**src/rtl/head_extractor_pkg.sv**
```systemverilog
// Shared types and default sizing for the header extractor.
// The header-beat record describes one header slot update.
package head_pkg;

  localparam int DSIZE  = 4;
  localparam int HDSIZE = 8;

  typedef enum logic [1:0] {
    COLLECT,
    HOLD,
    BODY
  } e_hx_state;

  typedef struct packed {
    logic [DSIZE-1:0] idata;
    logic             valid;
  } s_head_p;

endpackage

```
**src/rtl/head_extractor_if.sv**
```systemverilog
// Beat input, header output and payload output bundle for head_extractor.
// slave is the extractor's view of the bundle; master is the view of the surrounding logic.
interface head_extractor_if #(
  parameter int DSIZE  = head_pkg::DSIZE,
  parameter int HDSIZE = head_pkg::HDSIZE
);
  localparam int CW = $clog2(HDSIZE + 1);

  logic [DSIZE-1:0]        in_data;
  logic                    in_valid;
  logic                    in_last;
  logic                    in_ready;
  logic [DSIZE*HDSIZE-1:0] out_head;
  logic [CW-1:0]           out_cnt;
  logic                    out_short;
  logic                    out_valid;
  logic                    out_ready;
  logic [DSIZE-1:0]        payload_data;
  logic                    payload_valid;
  logic                    payload_last;
  logic                    payload_ready;

  modport slave (
    input  in_data, in_valid, in_last, out_ready, payload_ready,
    output in_ready, out_head, out_cnt, out_short, out_valid,
           payload_data, payload_valid, payload_last
  );

  modport master (
    output in_data, in_valid, in_last, out_ready, payload_ready,
    input  in_ready, out_head, out_cnt, out_short, out_valid,
           payload_data, payload_valid, payload_last
  );

endinterface

```
**src/rtl/head_extractor.sv**
```systemverilog
// Collects the first HDSIZE beats of a packet into a parallel header word,
// then passes the rest of the packet combinationally to the payload port.
module head_extractor
  import head_pkg::*;
#(
  parameter int DSIZE     = head_pkg::DSIZE,
  parameter int HDSIZE    = head_pkg::HDSIZE,
  parameter bit MSB_FIRST = 1'b1
) (
  input logic             clock,
  input logic             rst_n,
  head_extractor_if.slave bus
);

  localparam int CW = $clog2(HDSIZE + 1);

  e_hx_state               state_q, state_d;
  logic [CW-1:0]           cnt_q, cnt_d;
  logic                    started_q, started_d;
  logic                    short_q, short_d;
  logic                    body_pending_q, body_pending_d;
  logic [DSIZE*HDSIZE-1:0] head_q;
  logic [CW-1:0]           idx;
  logic                    collect_accept;
  s_head_p                 slot_d [HDSIZE];

  // cnt_q keeps the finished header's count visible until the next packet starts,
  // so the write index is forced to 0 for the first beat of each packet.
  assign idx            = started_q ? cnt_q : '0;
  assign collect_accept = (state_q == COLLECT) && bus.in_valid;

  for (genvar gi = 0; gi < HDSIZE; gi++) begin : g_slot
    localparam int BEAT = MSB_FIRST ? (HDSIZE - 1 - gi) : gi;
    logic hit;
    assign hit        = collect_accept && (idx == CW'(BEAT));
    // The first beat also clears every other slot so no stale header data survives.
    assign slot_d[gi] = '{idata: (hit ? bus.in_data : '0),
                          valid: (collect_accept && (hit || !started_q))};
  end

  always_comb begin
    state_d           = state_q;
    cnt_d             = cnt_q;
    started_d         = started_q;
    short_d           = short_q;
    body_pending_d    = body_pending_q;
    bus.in_ready      = 1'b0;
    bus.out_valid     = 1'b0;
    bus.payload_valid = 1'b0;
    bus.payload_last  = 1'b0;
    bus.payload_data  = '0;

    case (state_q)
      COLLECT: begin
        bus.in_ready = 1'b1;
        if (bus.in_valid) begin
          cnt_d     = idx + CW'(1);
          started_d = 1'b1;
          if (idx == CW'(HDSIZE - 1)) begin
            state_d        = HOLD;
            short_d        = 1'b0;
            body_pending_d = ~bus.in_last;
            started_d      = 1'b0;
          end else if (bus.in_last) begin
            state_d        = HOLD;
            short_d        = 1'b1;
            body_pending_d = 1'b0;
            started_d      = 1'b0;
          end
        end
      end

      HOLD: begin
        bus.out_valid = 1'b1;
        if (bus.out_ready) begin
          state_d = body_pending_q ? BODY : COLLECT;
        end
      end

      BODY: begin
        bus.payload_data  = bus.in_data;
        bus.payload_valid = bus.in_valid;
        bus.payload_last  = bus.in_last;
        bus.in_ready      = bus.payload_ready;
        if (bus.in_valid && bus.payload_ready && bus.in_last) begin
          state_d = COLLECT;
        end
      end

      default: state_d = COLLECT;
    endcase
  end

  always_ff @(posedge clock) begin
    if (!rst_n) begin
      state_q        <= COLLECT;
      cnt_q          <= '0;
      started_q      <= 1'b0;
      short_q        <= 1'b0;
      body_pending_q <= 1'b0;
      head_q         <= '0;
    end else begin
      state_q        <= state_d;
      cnt_q          <= cnt_d;
      started_q      <= started_d;
      short_q        <= short_d;
      body_pending_q <= body_pending_d;
      for (int i = 0; i < HDSIZE; i++) begin
        if (slot_d[i].valid) begin
          head_q[i*DSIZE +: DSIZE] <= slot_d[i].idata;
        end
      end
    end
  end

  assign bus.out_head  = head_q;
  assign bus.out_cnt   = cnt_q;
  assign bus.out_short = short_q;

endmodule

```
**src/flat_wrapper.sv**
```systemverilog
// flat-port wrapper written by rule: the top's interface ports become plain ports
module head_extractor_flat import head_pkg::*;
#(
  parameter int DSIZE     = head_pkg::DSIZE,
  parameter int HDSIZE    = head_pkg::HDSIZE,
  parameter bit MSB_FIRST = 1'b1
)
  (clock, rst_n, bus_in_data, bus_in_valid, bus_in_last, bus_out_ready, bus_payload_ready, bus_in_ready, bus_out_head, bus_out_cnt, bus_out_short, bus_out_valid, bus_payload_data, bus_payload_valid, bus_payload_last);
  head_extractor_if #(.DSIZE(DSIZE), .HDSIZE(HDSIZE)) bus_i ();
  input logic clock;
  input logic rst_n;
  input wire logic [$bits(bus_i.in_data)-1:0] bus_in_data;
  input wire logic [$bits(bus_i.in_valid)-1:0] bus_in_valid;
  input wire logic [$bits(bus_i.in_last)-1:0] bus_in_last;
  input wire logic [$bits(bus_i.out_ready)-1:0] bus_out_ready;
  input wire logic [$bits(bus_i.payload_ready)-1:0] bus_payload_ready;
  output wire logic [$bits(bus_i.in_ready)-1:0] bus_in_ready;
  output wire logic [$bits(bus_i.out_head)-1:0] bus_out_head;
  output wire logic [$bits(bus_i.out_cnt)-1:0] bus_out_cnt;
  output wire logic [$bits(bus_i.out_short)-1:0] bus_out_short;
  output wire logic [$bits(bus_i.out_valid)-1:0] bus_out_valid;
  output wire logic [$bits(bus_i.payload_data)-1:0] bus_payload_data;
  output wire logic [$bits(bus_i.payload_valid)-1:0] bus_payload_valid;
  output wire logic [$bits(bus_i.payload_last)-1:0] bus_payload_last;
  assign bus_i.in_data = bus_in_data;
  assign bus_i.in_valid = bus_in_valid;
  assign bus_i.in_last = bus_in_last;
  assign bus_i.out_ready = bus_out_ready;
  assign bus_i.payload_ready = bus_payload_ready;
  assign bus_in_ready = bus_i.in_ready;
  assign bus_out_head = bus_i.out_head;
  assign bus_out_cnt = bus_i.out_cnt;
  assign bus_out_short = bus_i.out_short;
  assign bus_out_valid = bus_i.out_valid;
  assign bus_payload_data = bus_i.payload_data;
  assign bus_payload_valid = bus_i.payload_valid;
  assign bus_payload_last = bus_i.payload_last;
  head_extractor #(.DSIZE(DSIZE), .HDSIZE(HDSIZE), .MSB_FIRST(MSB_FIRST)) u_core (.clock(clock), .rst_n(rst_n), .bus(bus_i));
endmodule
```
**config.mk**
```make
export PLATFORM = sky130hd
export DESIGN_NAME = head_extractor_flat
export DESIGN_NICKNAME = d
export VERILOG_FILES = /design/src/rtl/head_extractor_pkg.sv /design/src/rtl/head_extractor_if.sv /design/src/rtl/head_extractor.sv /design/src/flat_wrapper.sv
export SDC_FILE = /design/constraint.sdc
export NUM_CORES = 1
export LEC_CHECK = 0
export CORE_ASPECT_RATIO = 1.4
export CORE_MARGIN = 5
export CORE_UTILIZATION = 45
export CTS_BUF_LIST = sky130_fd_sc_hd__clkbuf_16
export CTS_CLUSTER_DIAMETER = 50
export DETAILED_ROUTE_END_ITERATION = 8
export PLACE_DENSITY = 0.83
export RECOVER_POWER = 100
export SETUP_SLACK_MARGIN = 0.1
export SYNTH_ARGS = -nofsm -noshare
export SYNTH_HDL_FRONTEND = slang
export SYNTH_SLANG_ARGS = --single-unit
```
**constraint.sdc**
```tcl
create_clock -name clock -period 2.32 [get_ports clock]
set_input_delay 0.58 -clock clock [delete_from_list [all_inputs] [get_ports clock]]
set_output_delay 0.58 -clock clock [all_outputs]
set_load 0.005 [all_outputs]
```
# == Word level (Yosys, flattened, before mapping) ==
# Cells that the tools add are included.
# op_classes
reduce_logical,34
add_sub_neg,1
eq_ne,13
n_bitwise,1
n_mux,27
# ops
operator,count
$mux 4,10
$logic_and 1x1->1,19
$eq 4x3->1 const B,4
$mux 2,6
$mux 1,9
$eq 4x2->1 const B,2
$logic_or 1x1->1,8
$pmux 2 s3,1
$add 4x1->4 const B,1
$eq 4x1->1 const B,1
$logic_not 4->1,1
$ne 2x2->1 const B,2
$reduce_and 4->1,1
$ne 3x3->1 const B,1
$reduce_and 3->1,1
$eq 2x1->1 const B,1
$eq 2x2->1 const B,1
$logic_not 2->1,1
$ne 2x1->1 const B,1
$pmux 1 s2,1
$reduce_and 2->1,1
$reduce_bool 2->1,1
$logic_not 1->1,1
$not 1->1,1
# totals
inputBits,10
output_inout_bits,45
ff_bits,41

# == Depth between registers and ports, before layout ==
# Gate-level depths: netlist of the first run.
# logic_depth
ltp_word,5
mapped_depth,6
depth_no_buf,3

# == Least setup slack after synthesis of the first run ==
# Ideal clock, no wire load.
# synth_path
path_type,in2reg
from,in bus_in_valid
to,reg u_core.head_q[25] (netlist: u_core.bus.out_head[25])
stages,5
required_ps,2194
n_path_buf,2
arrival_time_ps,1804
slack_ps,390
cell_sequence,or3b_1 -> buf_6 -> or4b_4 -> buf_6 -> mux2i_1
# synth_between
elab_chain_cells,4
word_cells_on_any_way,5
classes_between,mux: 1; reduce/logical: 4
# synth_rtl
element,line,text
from (decl),flat_wrapper.sv:13,input wire logic [$bits(bus_i.in_valid)-1:0] bus_in_valid;
$logic_and 1x1->1 *,head_extractor.sv:30,assign collect_accept = (state_q == COLLECT) && bus.in_valid;
$logic_and 1x1->1,head_extractor.sv:35,assign hit = collect_accept && (idx == CW'(BEAT));
$logic_or 1x1->1,head_extractor.sv:38,valid: (collect_accept && (hit || !started_q))};
$logic_and 1x1->1,head_extractor.sv:38,
"to (signal, indexed assignment)",head_extractor.sv:110,head_q[i*DSIZE +: DSIZE] <= slot_d[i].idata;
to (decl),head_extractor.sv:22,logic [DSIZE*HDSIZE-1:0] head_q;
# Mark *: on every way between the ends. The rest lies on a longest branch, timed or not.
# A chain may end at the register's enable or synchronous reset.

# == Worst setup path after layout of the first run ==
# layout_path
from,reg u_core.state_q[0]
to,out bus_out_valid
# layout_between
elab_chain_cells,2
# layout_rtl
element,line,text
from (decl),head_extractor.sv:17,"e_hx_state state_q, state_d;"
from (signal assigned),head_extractor.sv:103,state_q <= state_d;
$eq 2x1->1,head_extractor.sv:53,case (state_q)
$mux 1,head_extractor.sv:53,
to (decl),flat_wrapper.sv:21,output wire logic [$bits(bus_i.out_valid)-1:0] bus_out_valid;
# Every way passes these cells.

==> results of run 1 <==
[worst max-delay path, delay by kind of cell (launching register included)]
family | cells | cell delay [ns]
buffers and inverters | 1 | 0.53
AND/OR/NAND/NOR | 1 | 0.24
flip-flops | 1 | 0.51
[power by group through the flow]
stage | sequential, mW | combinational, mW | clock (mW)
2_1_floorplan | 0.738 | 0.0797 | 0
5_1_grt | 0.734 | 0.136 | 0.670
6_report | 0.731 | 0.124 | 0.636
3_5_place_dp | 0.747 | 0.140 | 0
3_3_place_gp | 0.746 | 0.138 | 0
4_1_cts | 0.732 | 0.139 | 0.642
[logic make-up after synthesis]
kind of cell,count (synthesis),share of synthesized area (%)
AO/OA/AOI/OAI,18,5.91
buffers and inverters,18,5.21
flip-flops,41,45.6
multiplexers,32,17.8
AND/OR/NAND/NOR,80,25.5
[cell usage in the layout, fill, tap and decap left out, types with 3 or more instances in the layout]
| cell | count |
|---|---|
| dlygate4sd2_1 | 6 |
| mux2i_1 | 32 |
| nand3b_1 | 3 |
| nand2_1 | 13 |
| and2_1 | 5 |
| nor2b_1 | 3 |
| clkdlybuf4s50_1 | 5 |
| clkbuf_16 | 5 |
| nand3_1 | 35 |
| o21ai_0 | 5 |
| dfxtp_1 | 40 |
| dlygate4sd3_1 | 42 |
| a21oi_1 | 8 |
| nor2_1 | 3 |
| buf_4 | 5 |
| inv_1 | 3 |
| clkbuf_1 | 6 |
[flip-flops by register name (all words and copies together) (netlist names)]
signal	cells
u_core.bus.out_head	32
u_core.started_q	1
u_core.body_pending_q	1
u_core.bus.out_cnt	4
u_core.bus.out_short	1
u_core.state_q	2
[what timing repair did]
item | 4_1_cts | 5_1_grt
endpoints found under the hold margin | 0 | 0
buffers inserted | 0 | 0
gates resized for setup | 9 | 2
setup endpoints to repair | 7 | 2
[how the worst max path moves through the flow]
stage	slack [ns]	depth (start not counted)	endpoint
detailed placement	-0.07	4	u_core.bus.out_head[16]$_SDFFE_PN0P_
global route	0.10	2	bus_out_valid
global placement	-0.07	6	u_core.bus.out_head[8]$_SDFFE_PN0P_
floorplan	0.39	5	u_core.bus.out_head[25]$_SDFFE_PN0P_
CTS	0.05	3	bus_payload_data[3]
finish	0.19	2	bus_out_valid
[routing by layer]
metal,wire [um],track usage [%],part of all wire (%),vias to the layer above
met5,0,0,0,-
met4,112,7.18,2.4,0
met3,181,3.18,3.9,8
met2,2440,31.8,52,44
met1,1920,21.8,41,773
li1,-,-,-,784
[area by class of cell]
cell class / count / area [um^2] / area share (%)
inverter: 2 / 7.51 / 0.299
clock buffer: 5 / 125 / 4.99
sequential: 41 / 822 / 32.8
timing repair buffer: 67 / 603 / 24.1
clock inverter: 2 / 7.51 / 0.299
tap: 43 / 53.8 / 2.15
multi-input combinational: 130 / 888 / 35.4
==> flow_summary.json, run 1 <==
{
  "p_sw_uw": 338,
  "r2r_end": "u_core.bus.out_head[0]$_SDFFE_PN0P_",
  "area_delta_synth_final_pct": 39.3,
  "p_int_mw": 1.15,
  "vias": 1609,
  "synth_ff_type": "dfxtp_1",
  "ys_ff_latch": 41,
  "htreeDepth": 2,
  "ctsHoldBuffers": 0,
  "path_cells": "nor2b_1, clkdlybuf4s50_1",
  "numCtsBuffers": 5,
  "layout-drive-gt1-share_pct": 7.69,
  "fillCellCount": 336,
  "synth_area_per_cell_um2": 9.53,
  "clock_latency_ns": 0.28,
  "power_frac_comb_pct": 8.3,
  "p_leak_nw": 1.15,
  "pwr-share-seq_pct": 49.1,
  "max-cap-violations": 0,
  "drt-initial-drc-count": 79,
  "period_needed_ns": 2.13,
  "outcome": "complete, no violations",
  "post_drt_wl_per_cell_um": 16.1,
  "antennaDiodeCount": 0,
  "cts_tree": "done",
  "path_class": "register to output port",
  "hold_path_class": "register to register",
  "final_area_um2": 2510,
  "synthArstFlopShare_pct": 0,
  "r2r_slack_ns": 0.39,
  "drt-total-wl_mm": 4.66,
  "finClkSkew_ns": 0.00442,
  "drv_slew": 0,
  "cts.sinks": 41,
  "peakVddDrop_v": 0.000385,
  "die_h_um": 84.8,
  "layout_setup_ws_ns": 0.193,
  "reg2reg_depth": 5,
  "critPathCaptureType": "output port",
  "p_clk_share_pct": 42.6,
  "dr.pass1.iters": 4,
  "ys_seq_area_share_pct": 45.6,
  "final_core_util_pct": 64.0,
  "yosys-top-cells-count": "41 x dfxtp_1, 35 x nand3_1, 32 x mux2i_1, 13 x nand2_1, 8 x a21oi_1",
  "ant_nets": 0,
  "drc": 0,
  "clkTransAtPathRegs_ns": 0.05,
  "synthCells": 189,
  "routed_via_density": 5.55,
  "startpoint_type": "register",
  "antenna_found_initial": 0,
  "hold_end": "u_core.bus.out_head[31]$_SDFFE_PN0P_",
  "power.share.switching_pct": 22.6,
  "worstMarginPinSlew_ns": 0.527,
  "power.total_mw": 1.49,
  "cpPeakStageDelay_ns": 0.53,
  "arrival_ns": 1.55,
  "final.period_utilization_pct": 91.7,
  "synth_area_leaders": "dfxtp_1 46%, mux2i_1 18%, nand3_1 9.7%",
  "nets": 257,
  "hold_violations": 0,
  "synth_area_leader_cell": "dfxtp_1",
  "path_max_fanout": 10,
  "critical_path.startpoint": "u_core.state_q[0]$_SDFFE_PN0P_",
  "grt_pass1_vias": 1672,
  "synth-edff-count": 0,
  "hold_ws_ns": 0.458,
  "num_rows": 27,
  "post-dp-hpwl_mm": 3.32,
  "worstReg2RegStart": "u_core.state_q[0]$_SDFFE_PN0P_",
  "cts_buffer_depth": 2,
  "coreArea_um2": 3920,
  "setup_viol": 0,
  "final_cells": 290,
  "slew_headroom_pct": 64.8,
  "dpl_cell_area_um2": 2420,
  "die_area_um2": 5380,
  "synth_most_common_cell": "dfxtp_1",
  "pre_cts_ws_ns": -0.0710,
  "slowest_stage": "clkdlybuf4s50_1",
  "fp.dieW_um": 63.5,
  "pin_count": 55,
  "syn_area_um2": 1800,
  "ys_types": 34,
  "rsz0062_at_grt": "no",
  "yosysWarnings": 0,
  "setup_tns_ns": 0,
  "grt_usage_pct": 18.2,
  "fmax_mhz": 470,
  "initial_core_util_pct": 45.9,
  "cts_root_buf": "clkbuf_16",
  "grt_first_pass_wirelength_mm": 8.00,
  "finalWeightedCongestion": 0.773,
  "p_per_area_nw_per_um2": 595,
  "grt_max_degree": 29,
  "overflow": 0,
  "synth_nets": 199,
  "port_buffers": 54,
  "whs_path_depth": 2,
  "netlist.area_leader.share_pct": 45.6,
  "dp.cells": 283,
  "worstPathRequired_ns": 1.74,
  "hold_start": "u_core.bus.out_head[31]$_SDFFE_PN0P_"
}
(Power assumes the default switching activity.)
==> inputs of run 2 (changes only) <==
CTS_CLUSTER_SIZE = 16   (was unset)
SLEW_MARGIN = 30   (was unset)
TNS_END_PERCENT = 5   (was unset)
==> run 2 against run 1 <==
Against the previous run: die area unchanged; global-route usage unchanged; final area increased by 1.0%; register-to-register slack improved by 0.15 ns; clock-buffer cell count unchanged; maximum frequency decreased by 7.0%; critical path type is now input pin to output port; core utilization increased by 0.67 points; setup slack got worse by 0.16 ns; hold slack about the same; clock power decreased by 0.6%; clock skew decreased by 0.00066 ns; critical path depth increased by 1.
==> flow_summary.json, run 2 (synthesized netlist as in run 1, its figures left out) <==
{
  "ant_nets": 0,
  "pin_count": 55,
  "path_common_cell": "clkdlybuf4s50_1",
  "pre_cts_ws_ns": -0.0710,
  "cpPeakStageDelay_ns": 0.51,
  "largest_reg_flops": 32,
  "die_h_um": 84.8,
  "die_area_um2": 5380,
  "worstPathRequired_ns": 1.74,
  "outcome": "complete, no violations",
  "initial_core_util_pct": 45.9,
  "cts.sinks": 41,
  "fmax_mhz": 437,
  "cts_tree": "done",
  "path_max_fanout": 2,
  "hold_path_class": "register to register",
  "arrival_ns": 1.71,
  "cts_buffer_depth": 2,
  "p_per_area_nw_per_um2": 588,
  "fillCellCount": 326,
  "hold_violations": 0,
  "hold_end": "u_core.bus.out_head[31]$_SDFFE_PN0P_",
  "path_class": "input pin to output port",
  "nets": 257,
  "final.period_utilization_pct": 98.6,
  "clock_latency_ns": 0.28,
  "routed_via_density": 5.53,
  "grt_first_pass_wirelength_mm": 8.00,
  "slew_headroom_pct": 67.2,
  "ctsHoldBuffers": 0,
  "final_common_cell": "dfxtp_1",
  "antennaDiodeCount": 0,
  "slowest_stage": "clkdlybuf4s50_1",
  "drc": 0,
  "r2r_end": "u_core.bus.out_head[16]$_SDFFE_PN0P_",
  "grt_usage_pct": 18.2,
  "grt_max_degree": 29,
  "antenna_found_initial": 0,
  "rsz0062_at_grt": "yes",
  "num_rows": 27,
  "numCtsBuffers": 5,
  "postCtsSetupRepairBufs": 0,
  "finClkSkew_ns": 0.00376,
  "layout_setup_ws_ns": 0.0332,
  "port_buffers": 54,
  "grt_pass1_vias": 1672,
  "setup_viol": 0,
  "layout-drive-gt1-share_pct": 8.50,
  "worstMarginPinSlew_ns": 0.491,
  "post-dp-hpwl_mm": 3.32,
  "coreArea_um2": 3920,
  "dr.pass1.iters": 5,
  "drt-initial-drc-count": 86,
  "worstReg2RegStart": "u_core.state_q[0]$_SDFFE_PN0P_",
  "setup_tns_ns": 0,
  "period_needed_ns": 2.29,
  "finalWeightedCongestion": 0.773,
  "whs_path_depth": 2,
  "post_drt_wl_per_cell_um": 16.1,
  "drt-total-wl_mm": 4.67,
  "final_cell_mix": "41 x dfxtp_1, 40 x dlygate4sd3_1, 35 x nand3_1, 32 x mux2i_1, 13 x nand2_1",
  "p_leak_nw": 1.16,
  "max-cap-violations": 0,
  "htreeDepth": 2,
  "fp.dieW_um": 63.5,
  "clkTransAtPathRegs_ns": 0.06,
  "hold_start": "u_core.bus.out_head[31]$_SDFFE_PN0P_",
  "critPathCaptureType": "output port",
  "drv_slew": 0,
  "final_core_util_pct": 64.7,
  "overflow": 0,
  "vias": 1603,
  "path_cells": "clkdlybuf4s50_1, and2_0, clkdlybuf4s50_1",
  "reg2reg_depth": 3,
  "peakVddDrop_v": 0.000385,
  "cts_root_buf": "clkbuf_16",
  "r2r_slack_ns": 0.54,
  "startpoint_type": "input pin",
  "area_delta_synth_final_pct": 40.7
}
==> run 2: how the worst max path moves through the flow <==
| stage | slack, ns | end | from | cells after the start |
|---|---|---|---|---|
| 2_1_floorplan | 0.39 | u_core.bus.out_head[25]$_SDFFE_PN0P_ | bus_in_valid | 5 |
| 3_3_place_gp | -0.07 | u_core.bus.out_head[8]$_SDFFE_PN0P_ | bus_in_valid | 6 |
| 3_5_place_dp | -0.07 | u_core.bus.out_head[16]$_SDFFE_PN0P_ | bus_in_valid | 4 |
| 4_1_cts | 0.05 | bus_payload_data[3] | bus_in_data[3] | 3 |
| 5_1_grt | 0.004 | bus_payload_data[0] | bus_in_data[0] | 3 |
| 6_report | 0.03 | bus_payload_data[3] | bus_in_data[3] | 3 |
==> run 2: critical path: cells and delay by family <==
kind | cells | cell delay, ns
buffers and inverters | 2 | 0.99
AND/OR/NAND/NOR | 1 | 0.14
==> run 2: per-layer routing <==
metal	global-route usage (%)	routed length, um
met1	21.8	1860
met2	31.8	2480
met3	3.18	215
met4	7.18	112
met5	0	0
==> run 2: where the power goes <==
| group | internal, mW | switching [mW] |
|---|---|---|
| clock network | 0.384 | 0.248 |
| logic | 0.0562 | 0.0711 |
| registers | 0.716 | 0.0151 |
==> run 2: final cells by class <==
cell class / count / area [um^2] / share of cell area, %
inverter: 2 / 7.51 / 0.296
sequential: 41 / 821 / 32.4
tap: 43 / 53.8 / 2.12
clock inverter: 2 / 7.51 / 0.296
multi-input combinational: 130 / 893 / 35.3
timing repair buffer: 67 / 626 / 24.7
clock buffer: 5 / 125 / 4.94
==> run 2: repair_timing <==
| action | 4_1_cts | 5_1_grt |
|---|---|---|
| cloned | 0 | 0 |
| pin swaps | 0 | 0 |
| setup endpoints to repair | 7 | 7 |
| gates resized for setup | 3 | 1 |
==> run 2: stage by stage <==
step,cell area [um^2],cells,hold slack [ns],total power [mW]
2_1_floorplan,1800,189,0.441,0.818
3_3_place_gp,2420,283,0.449,0.884
3_5_place_dp,2420,283,0.455,0.887
4_1_cts,2560,290,0.466,1.51
5_1_grt,2530,290,0.474,1.54
6_report,2530,290,0.458,1.49
